## config.mk

```make
export PLATFORM = sky130hd
export DESIGN_NAME = clk_speed_switch_ctrl
export DESIGN_NICKNAME = d
export VERILOG_FILES = /design/src/rtl/clk_speed_switch_ctrl.sv
export SDC_FILE = /design/constraint.sdc
export NUM_CORES = 1
export LEC_CHECK = 0
export ABC_AREA = 1
export CELL_PAD_IN_SITES_DETAIL_PLACEMENT = 1
export CELL_PAD_IN_SITES_GLOBAL_PLACEMENT = 1
export CORE_UTILIZATION = 44
export CTS_CLUSTER_DIAMETER = 80
export CTS_CLUSTER_SIZE = 10
export DETAILED_ROUTE_END_ITERATION = 8
export GPL_ROUTABILITY_DRIVEN = 0
export MAX_ROUTING_LAYER = met4
export PLACE_DENSITY = 0.95
export SYNTH_ARGS = -nofsm -noshare
export SYNTH_HDL_FRONTEND = slang
export SYNTH_SLANG_ARGS = --single-unit
```

## constraint.sdc

```tcl
create_clock -name local_clk -period 2.6 [get_ports local_clk]
set_input_delay 0.78 -clock local_clk [delete_from_list [all_inputs] [get_ports local_clk]]
set_output_delay 0.78 -clock local_clk [all_outputs]
set_load 0.01 [all_outputs]
```

## src/rtl/clk_speed_switch_ctrl.sv

```systemverilog
// rtl/clk_speed_switch_ctrl.sv - run-time speed switch sequencer for the ser/enc/fsm clock divider
//
// Sequences a gen_speed change so that the divider never switches while its
// derived clocks are running:
//   accept -> drain datapath -> gate clocks -> hold divider in reset (apply speed)
//   -> let the divided clocks settle -> ungate -> acknowledge.
// All outputs are registered. There is no combinational path from an input to an output.
//
// Optional build macro: SPEED_SW_STATS_EN adds the sw_done_cnt and sw_abort_cnt statistics outputs.
//
// Ports:
//   local_clk     in   controller clock (undivided local clock)
//   rst           in   asynchronous, active-low reset
//   req_valid     in   speed-change request valid
//   req_ready     out  high only while idle; accept = req_valid & req_ready
//   speed_sel     in   [1:0] requested speed, 2'b11 invalid
//   dp_idle       in   datapath quiescent
//   dp_stop       out  ask datapath to stop issuing traffic
//   clk_en        out  enable for divided-clock gating cells
//   div_rst_n     out  active-low divider reset
//   gen_speed     out  [1:0] speed selector to divider
//   speed_ack     out  1-cycle pulse, request completed or no-op
//   speed_err     out  1-cycle pulse, request rejected or aborted
//   err_code      out  [1:0] 01 invalid speed, 10 drain timeout; holds last value
//   sw_done_cnt   out  [7:0] saturating count of completed switches (SPEED_SW_STATS_EN)
//   sw_abort_cnt  out  [7:0] saturating count of drain timeouts (SPEED_SW_STATS_EN)

module clk_speed_switch_ctrl #(
    parameter logic [1:0] RESET_SPEED   = 2'b00,
    parameter int         DRAIN_TIMEOUT = 64,
    parameter int         GATE_CYC      = 2,
    parameter int         RST_CYC       = 4,
    parameter int         SETTLE_CYC    = 66
) (
    input  logic       local_clk,
    input  logic       rst,
    input  logic       req_valid,
    output logic       req_ready,
    input  logic [1:0] speed_sel,
    input  logic       dp_idle,
    output logic       dp_stop,
    output logic       clk_en,
    output logic       div_rst_n,
    output logic [1:0] gen_speed,
    output logic       speed_ack,
    output logic       speed_err,
    output logic [1:0] err_code
`ifdef SPEED_SW_STATS_EN
    ,
    output logic [7:0] sw_done_cnt,
    output logic [7:0] sw_abort_cnt
`endif
);

    // One down-counter is shared by every timed state. It must hold the largest reload value.
    localparam int MAX_AB = (DRAIN_TIMEOUT > GATE_CYC) ? DRAIN_TIMEOUT : GATE_CYC;
    localparam int MAX_CD = (RST_CYC > SETTLE_CYC) ? RST_CYC : SETTLE_CYC;
    localparam int MAX_P  = (MAX_AB > MAX_CD) ? MAX_AB : MAX_CD;
    localparam int CW     = $clog2(MAX_P) + 1;

    // A state lasting N cycles is loaded with N-1. It leaves on the cycle where the count is zero.
    localparam logic [CW-1:0] LD_DRAIN  = CW'(DRAIN_TIMEOUT - 1);
    localparam logic [CW-1:0] LD_GATE   = CW'(GATE_CYC - 1);
    localparam logic [CW-1:0] LD_RESET  = CW'(RST_CYC - 1);
    localparam logic [CW-1:0] LD_SETTLE = CW'(SETTLE_CYC - 1);

    localparam logic [1:0] ERR_NONE    = 2'b00;
    localparam logic [1:0] ERR_INVALID = 2'b01;
    localparam logic [1:0] ERR_TIMEOUT = 2'b10;

    typedef enum logic [2:0] {
        ST_IDLE   = 3'd0,
        ST_DRAIN  = 3'd1,
        ST_GATE   = 3'd2,
        ST_RESET  = 3'd3,
        ST_SETTLE = 3'd4,
        ST_UNGATE = 3'd5
    } state_t;

    state_t        state, state_d;
    logic [CW-1:0] cnt, cnt_d;
    logic [1:0]    target, target_d;
    logic [1:0]    gen_speed_d;
    logic [1:0]    err_code_d;
    logic          speed_ack_d, speed_err_d;
    logic          req_ready_d, dp_stop_d, clk_en_d, div_rst_n_d;
    logic          done_evt, abort_evt;
    logic          cnt_zero;

    assign cnt_zero = (cnt == '0);

    always_comb begin
        state_d     = state;
        cnt_d       = cnt;
        target_d    = target;
        gen_speed_d = gen_speed;
        err_code_d  = err_code;
        speed_ack_d = 1'b0;
        speed_err_d = 1'b0;
        done_evt    = 1'b0;
        abort_evt   = 1'b0;

        case (state)
            ST_IDLE: begin
                // req_ready is high in every idle cycle, so req_valid alone means accept.
                if (req_valid) begin
                    if (speed_sel == 2'b11) begin
                        speed_err_d = 1'b1;
                        err_code_d  = ERR_INVALID;
                    end else if (speed_sel == gen_speed) begin
                        speed_ack_d = 1'b1;
                    end else begin
                        target_d = speed_sel;
                        state_d  = ST_DRAIN;
                        cnt_d    = LD_DRAIN;
                    end
                end
            end

            ST_DRAIN: begin
                // dp_idle is checked before the timeout. A late idle in the last cycle still switches.
                if (dp_idle) begin
                    state_d = ST_GATE;
                    cnt_d   = LD_GATE;
                end else if (cnt_zero) begin
                    state_d     = ST_IDLE;
                    speed_err_d = 1'b1;
                    err_code_d  = ERR_TIMEOUT;
                    abort_evt   = 1'b1;
                end else begin
                    cnt_d = cnt - CW'(1);
                end
            end

            ST_GATE: begin
                if (cnt_zero) begin
                    // The new speed is applied while the divider is entering reset.
                    state_d     = ST_RESET;
                    cnt_d       = LD_RESET;
                    gen_speed_d = target;
                end else begin
                    cnt_d = cnt - CW'(1);
                end
            end

            ST_RESET: begin
                if (cnt_zero) begin
                    state_d = ST_SETTLE;
                    cnt_d   = LD_SETTLE;
                end else begin
                    cnt_d = cnt - CW'(1);
                end
            end

            ST_SETTLE: begin
                if (cnt_zero) begin
                    state_d = ST_UNGATE;
                    cnt_d   = '0;
                end else begin
                    cnt_d = cnt - CW'(1);
                end
            end

            ST_UNGATE: begin
                state_d     = ST_IDLE;
                speed_ack_d = 1'b1;
                done_evt    = 1'b1;
            end

            default: begin
                state_d = ST_IDLE;
                cnt_d   = '0;
            end
        endcase

        // The level outputs are decoded from the next state. Each flop then changes on the same edge as the state.
        req_ready_d = (state_d == ST_IDLE);
        dp_stop_d   = (state_d != ST_IDLE);
        clk_en_d    = !((state_d == ST_GATE) || (state_d == ST_RESET) || (state_d == ST_SETTLE));
        div_rst_n_d = (state_d != ST_RESET);
    end

    always_ff @(posedge local_clk or negedge rst) begin
        if (!rst) begin
            state     <= ST_IDLE;
            cnt       <= '0;
            target    <= RESET_SPEED;
            gen_speed <= RESET_SPEED;
            err_code  <= ERR_NONE;
            speed_ack <= 1'b0;
            speed_err <= 1'b0;
            req_ready <= 1'b1;
            dp_stop   <= 1'b0;
            clk_en    <= 1'b1;
            div_rst_n <= 1'b1;
        end else begin
            state     <= state_d;
            cnt       <= cnt_d;
            target    <= target_d;
            gen_speed <= gen_speed_d;
            err_code  <= err_code_d;
            speed_ack <= speed_ack_d;
            speed_err <= speed_err_d;
            req_ready <= req_ready_d;
            dp_stop   <= dp_stop_d;
            clk_en    <= clk_en_d;
            div_rst_n <= div_rst_n_d;
        end
    end

`ifdef SPEED_SW_STATS_EN
    // The counters count real switches and timeouts only. No-op acks and invalid-speed errors are not counted.
    always_ff @(posedge local_clk or negedge rst) begin
        if (!rst) begin
            sw_done_cnt  <= 8'h00;
            sw_abort_cnt <= 8'h00;
        end else begin
            if (done_evt && (sw_done_cnt != 8'hFF)) begin
                sw_done_cnt <= sw_done_cnt + 8'h01;
            end
            if (abort_evt && (sw_abort_cnt != 8'hFF)) begin
                sw_abort_cnt <= sw_abort_cnt + 8'h01;
            end
        end
    end
`else
    // In the default build the events still exist but nothing reads them.
    logic unused_evt;
    assign unused_evt = done_evt ^ abort_evt;
`endif

endmodule
```

==> metrics.cfg, run 1 <==
[run_status]
status = completed

[clock_tree]
hold_buffers = 0
cts_resized = 0
cts_root_buffer = clkbuf_4
cts.clk_slew.worst_paths_ns = 0.13
cts_max_level = 1
clock_tree.buffer_depth = 2
cts_buffers = 3
clock_latency_ns = 0.31
cts_tree = built
numClockSinks = 23
post_cts_buffers = 0

[die]
io_pins = 16
start_util_pct = 46.1
rows = 20
die_h_um = 58.3
dieArea_mm2 = 0.00340
coreArea_mm2 = 0.00303
chipWidth_um = 58.3

[worst_hold_path]
min_path_type = register to register
min_from = target[0]

[global_routing]
grt_pass1_vias = 1294
grt_antenna_before_repair = 0
track_usage_pct = 23.4
grt_max_degree = 24
gr-total-overflow = 0
grt_pass1_wl_um = 5890

[logic_synthesis]
synth-seq-cells = 23
syn_area_per_cell_um2 = 7.84
synth_top_area_share_pct = 35.9
synth_fp_nets = 186
synthFlopType = dfrtp_1
async_reset_ff_share_pct = 100
synth_warnings = 0
synth_enable_flop_cells = 0
netlist_instances = 178
synth.most_common_cell = nand2_1
synthTopCellsByCount = 60 x nand2_1, 25 x inv_1, 20 x dfrtp_1
synth_area_mm2 = 0.00140
ys_top_cells_by_area = dfrtp_1 36%, nand2_1 16%, inv_1 6.7%, dfstp_2 5.7%, o21ai_0 4.3%
ys_seq_area_share_pct = 41.5
ys_types = 29
synthDominantAreaCellType = dfrtp_1

[drt]
drtIter0Drc = 41
drc = 0
wl_per_cell_um = 13.8
antenna_left = 0
via_per_inst = 5.02
drt-pass1-iter-count = 4
wl_um = 3330
num_vias = 1214

[placement]
dp_cells = 238
io_buffer_count = 15
dp_slack_ns = 0.399
dpl.hpwl_um = 2700

[worst_setup_path]
crit_family = flip-flops
crit_chain = clkdlybuf4s50_1
cp.required_ns = 1.82
critPathCaptureType = output pin
critPathSlowestCell = dfstp_2
critical_path_buf_inv_count = 1
worstPathArrival_ns = 1.38
critPathMaxStageDelay_ns = 0.54
start_kind = register
crit_fanout = 1
r2r_start = cnt[0]
path_class = register to output pin
startpoint = div_rst_n

[pwr]
vdd_drop_max_mv = 0.141
finalPower_w = 0.000555
powerDensity_mw_per_mm2 = 340
leakagePower_nw = 0.864

[sta]
slew_violations = 0
fmax_mhz = 464
fin_crit_sh_pct = 82.9
fin_setup_tns_ns = 0
fin_worst_skew_ns = 0.00592
setup_violations = 0
worstMarginPinSlew_ns = 0.318
fin_ws_ns = 0.444
rsz0062_at_grt = false
hold_ws_ns = 0.530
min_period_ns = 2.16
maxSlewHeadroom_pct = 78.6
final-hold-violation-count = 0

[cells_and_area]
multi_input_area_um2 = 699
fin_nets = 207
regArea_um2 = 579
fillerInstances = 396
final_cell_count_no_fill = 242
syn_to_final_growth_pct = 17.1
diodes = 0
drive_gt1_share_pct = 14.6

[run]
maxCapViolCount = 0

-- per-layer routing --
metal / track usage (%) / vias up / wire, um
li1: - / 586 / -
met1: 29.0 / 597 / 1460
met2: 40.9 / 25 / 1740
met3: 1.76 / 6 / 79
met4: 7.48 / 0 / 53
met5: - / - / 0
-- report_power, final --
part | internal, W | leakage (nW) | switching [W] | total, W
Combinational | 0.0000116 | 0.595 | 0.0000165 | 0.0000281
Sequential | 0.000359 | 0.254 | 0.000000613 | 0.000360
Clock | 0.0000599 | 0.0150 | 0.000108 | 0.000167
-- cell usage in the layout, fill, tap and decap left out, types with 2 or more instances in the layout --
cell | netlist | layout
a21oi_1 | 4 | 4
nor2_8 | 2 | 2
clkbuf_4 | 0 | 3
nand3_1 | 6 | 6
o21ai_0 | 12 | 12
nor2_1 | 13 | 13
nor2_4 | 3 | 3
ha_1 | 2 | 2
dfstp_2 | 3 | 3
xor2_1 | 4 | 4
dfrtp_1 | 20 | 20
inv_2 | 2 | 2
inv_1 | 25 | 25
nand2_4 | 2 | 2
nand2_1 | 60 | 60
nand2_2 | 5 | 5
clkdlybuf4s50_1 | 0 | 15
nand3_2 | 2 | 2
-- sequential cells by signal, indices dropped and copies added, names as in the netlist --
name	count
clk_en	1
speed_ack	1
req_ready	1
err_code	2
div_rst_n	1
target	2
dp_stop	1
gen_speed	2
speed_err	1
state	3
cnt	8
-- layout make-up --
class                           instances  share of cell area (%)
Inverter                               29                    7.12
Clock buffer                            4                    1.61
Timing Repair Buffer                   16                    9.65
Tap cell                               44                    3.37
Multi-Input combinational cell        126                    42.8
Sequential cell                        23                    35.5
-- through the flow --
step | util [%] | cell area [um^2]
finish | 54.0 | 1630
global route | 54.0 | 1630
CTS | 54.0 | 1630
detailed placement | 53.1 | 1610
global placement | 53.1 | 1610
floorplan | - | 1400
-- path summary, 6_finish.rpt --
check                                to  slack, ns  cells after the start
max                           div_rst_n       0.44                      1
min                        gen_speed[0]       0.53                      1
max reg2reg                gen_speed[0]       0.93                      6
min reg2reg                gen_speed[0]       0.53                      1
max in group asynchronous     req_ready       1.51                      2
min in group asynchronous  gen_speed[1]       0.81                      2
-- kinds of logic (layout without fill, tap and decap cells) --
| kind of cell | after synthesis | after routing | share of synthesized area [%] |
|---|---|---|---|
| mux | 1 | 1 | 0.807 |
| buf+inv | 29 | 49 | 8.34 |
| xor+xnor | 5 | 5 | 3.14 |
| compound gates | 21 | 21 | 9.33 |
| fa+ha+maj | 2 | 2 | 1.79 |
| flops | 23 | 23 | 41.5 |
| simple gates | 97 | 97 | 35.1 |
(Power assumes the default switching activity.)
==> run 2: changes to the inputs <==
--- a/config.mk
+++ b/config.mk
@@ -8,13 +8,13 @@
 export ABC_AREA = 1
 export CELL_PAD_IN_SITES_DETAIL_PLACEMENT = 1
 export CELL_PAD_IN_SITES_GLOBAL_PLACEMENT = 1
-export CORE_UTILIZATION = 44
+export CORE_UTILIZATION = 41
 export CTS_CLUSTER_DIAMETER = 80
 export CTS_CLUSTER_SIZE = 10
 export DETAILED_ROUTE_END_ITERATION = 8
 export GPL_ROUTABILITY_DRIVEN = 0
 export MAX_ROUTING_LAYER = met4
-export PLACE_DENSITY = 0.95
+export PLACE_DENSITY = 0.91
 export SYNTH_ARGS = -nofsm -noshare
 export SYNTH_HDL_FRONTEND = slang
 export SYNTH_SLANG_ARGS = --single-unit
==> constraint.sdc (replaced) <==
create_clock -name local_clk -period 2.3 [get_ports local_clk]
set_input_delay 0.69 -clock local_clk [delete_from_list [all_inputs] [get_ports local_clk]]
set_output_delay 0.69 -clock local_clk [all_outputs]
set_load 0.01 [all_outputs]
==> run 2 against run 1 <==
  * Register-to-register slack lost 0.32 ns
  * Utilization shrank 1.7 points
  * Power grew 13%
  * Sequential share of layout area is the same
  * Critical endpoint unchanged
==> metrics.cfg, run 2 (synthesis results as in run 1) <==
[pwr]
finalPower_w = 0.000627  ; +13%
powerDensity_mw_per_mm2 = 384  ; +13%
sw_frac_of_total_pct = 22.3  ; -0.12 points
switchingPower_w = 0.000140  ; +12%
power_frac_seq_pct = 64.9  ; about the same
clock_power_share_pct = 30.0  ; -0.2 points
power.internal_w = 0.000487  ; +13%
vdd_drop_max_mv = 0.207  ; +47%
power_frac_comb_pct = 5.1  ; about the same
leakagePower_nw = 0.864  ; unchanged

[die]
io_pins = 16  ; unchanged
chipWidth_um = 60.3  ; +3.5%
rows = 20  ; unchanged
coreArea_mm2 = 0.00313  ; +3.3%
start_util_pct = 44.6  ; -1.5 points
die_h_um = 60.3  ; +3.5%
dieArea_mm2 = 0.00364  ; +7.0%

[drt]
drtIter0Drc = 16  ; -61%
wl_um = 3320  ; -0.45%
wl_per_cell_um = 13.7  ; -0.45%
drc = 0  ; unchanged
drt-pass1-iter-count = 4  ; unchanged
antenna_left = 0  ; unchanged
num_vias = 1192  ; -1.8%
via_per_inst = 4.93  ; -1.8%

[run_status]
status = completed

[worst_hold_path]
holdPathStages = 2  ; +1
min_path_type = register to register
min_from = cnt[1]
min_to = cnt[1]

[sta]
setup_violations = 0  ; unchanged
rsz0062_at_grt = false
fin_ws_ns = 0.241  ; -0.203 ns
fmax_mhz = 486
fin_setup_tns_ns = 0  ; unchanged
fin_worst_skew_ns = 0.00268  ; -0.00323 ns
maxSlewHeadroom_pct = 73.8  ; -4.8 points
fin_crit_sh_pct = 89.5
worstMarginPinSlew_ns = 0.390  ; +0.0719 ns
final-hold-violation-count = 0  ; unchanged
slew_violations = 0  ; unchanged
min_period_ns = 2.06

[worst_setup_path]
critPathSlowestCell = dfstp_2
reg2reg_to = gen_speed[0]
critical_path_buf_inv_count = 1  ; unchanged
r2r_cells = 6  ; unchanged
crit_family = flip-flops
crit_fanout = 1  ; unchanged
critPathMaxStageDelay_ns = 0.54  ; about the same
crit_chain = clkdlybuf4s50_1
cp.required_ns = 1.61  ; -0.21 ns
r2r_start = cnt[0]
r2r_slack_ns = 0.61  ; -0.32 ns
start_kind = register
path_class = register to output pin
worstPathArrival_ns = 1.37  ; about the same
critPathCaptureType = output pin

[clock_tree]
numClockSinks = 23  ; unchanged
hold_buffers = 0  ; unchanged
cts_max_level = 1  ; unchanged
cts_buffers = 3  ; unchanged
cts_resized = 0  ; unchanged
cts_root_buffer = clkbuf_4
cts.clk_slew.worst_paths_ns = 0.12  ; about the same
clock_latency_ns = 0.31  ; about the same
post_cts_buffers = 0  ; unchanged
clock_tree.buffer_depth = 2  ; unchanged
cts_tree = built

[global_routing]
track_usage_pct = 21.9  ; -1.5 points
grt_antenna_before_repair = 0  ; unchanged
gr-total-overflow = 0  ; unchanged
grt_max_degree = 24  ; unchanged
grt_pass1_wl_um = 5650  ; -4.0%
grt_pass1_vias = 1235  ; -4.6%

[run]
maxCapViolCount = 0  ; unchanged

[cells_and_area]
mostFrequentLayoutCell = nand2_1
regMostFlops = cnt
reg_top3 = cnt x8, state x3
largest_reg_flops = 8  ; unchanged
most-common-layout-cells = 60 x nand2_1, 25 x inv_1, 20 x dfrtp_1
drive_gt1_share_pct = 14.6  ; unchanged
fin_nets = 207  ; unchanged
utilization_pct = 52.2  ; -1.7 points
diodes = 0  ; unchanged
syn_to_final_growth_pct = 17.1  ; unchanged

[placement]
io_buffer_count = 15  ; unchanged
dp_slack_ns = 0.153  ; -0.246 ns
dpl.hpwl_um = 2610  ; -3.4%

run 2: cell counts in the layout (fill, tap and decap cells not counted):
No cell type changed its count.
run 2: power groups by stage:
stage	Clock, W	Combinational [W]	Sequential [W]
after global placement	0	0.0000308	0.000414
final	0.000188	0.0000321	0.000407
after floorplan	0	0.00000704	0.000415
after CTS	0.000192	0.0000330	0.000407
after detailed placement	0	0.0000329	0.000414
after global routing	0.000207	0.0000358	0.000407
run 2: cell type report:
cell class / instances / area (um^2)
Fill cell: 390 / 1490
Timing Repair Buffer: 16 / 158
Clock buffer: 4 / 26.3
Tap cell: 44 / 55.1
Sequential cell: 23 / 579
Multi-Input combinational cell: 126 / 699
Inverter: 29 / 116
run 2: worst max path at each step:
stage	start	endpoint	slack [ns]	depth (start not counted)
6_report	div_rst_n	div_rst_n	0.24	1
5_1_grt	clk_en	clk_en	0.20	1
4_1_cts	div_rst_n	div_rst_n	0.23	1
3_5_place_dp	speed_sel[0]	cnt[7]	0.15	9
3_3_place_gp	speed_sel[0]	cnt[7]	0.23	9
2_1_floorplan	speed_sel[0]	cnt[7]	0.79	8
run 2: per-layer routing:
| layer | global-route usage [%] | wire length (um) |
|---|---|---|
| met4 | 5.98 | 51 |
| met2 | 37.5 | 1670 |
| met5 | - | 0 |
| met1 | 27.1 | 1530 |
| met3 | 2.56 | 63 |
run 2: through the flow:
| stage | cell area, um^2 | hold slack, ns | instances |
|---|---|---|---|
| floorplan | 1400 | 0.394 | 178 |
| global placement | 1610 | 0.470 | 238 |
| detailed placement | 1610 | 0.477 | 238 |
| CTS | 1630 | 0.506 | 242 |
| global route | 1630 | 0.535 | 242 |
| finish | 1630 | 0.508 | 242 |
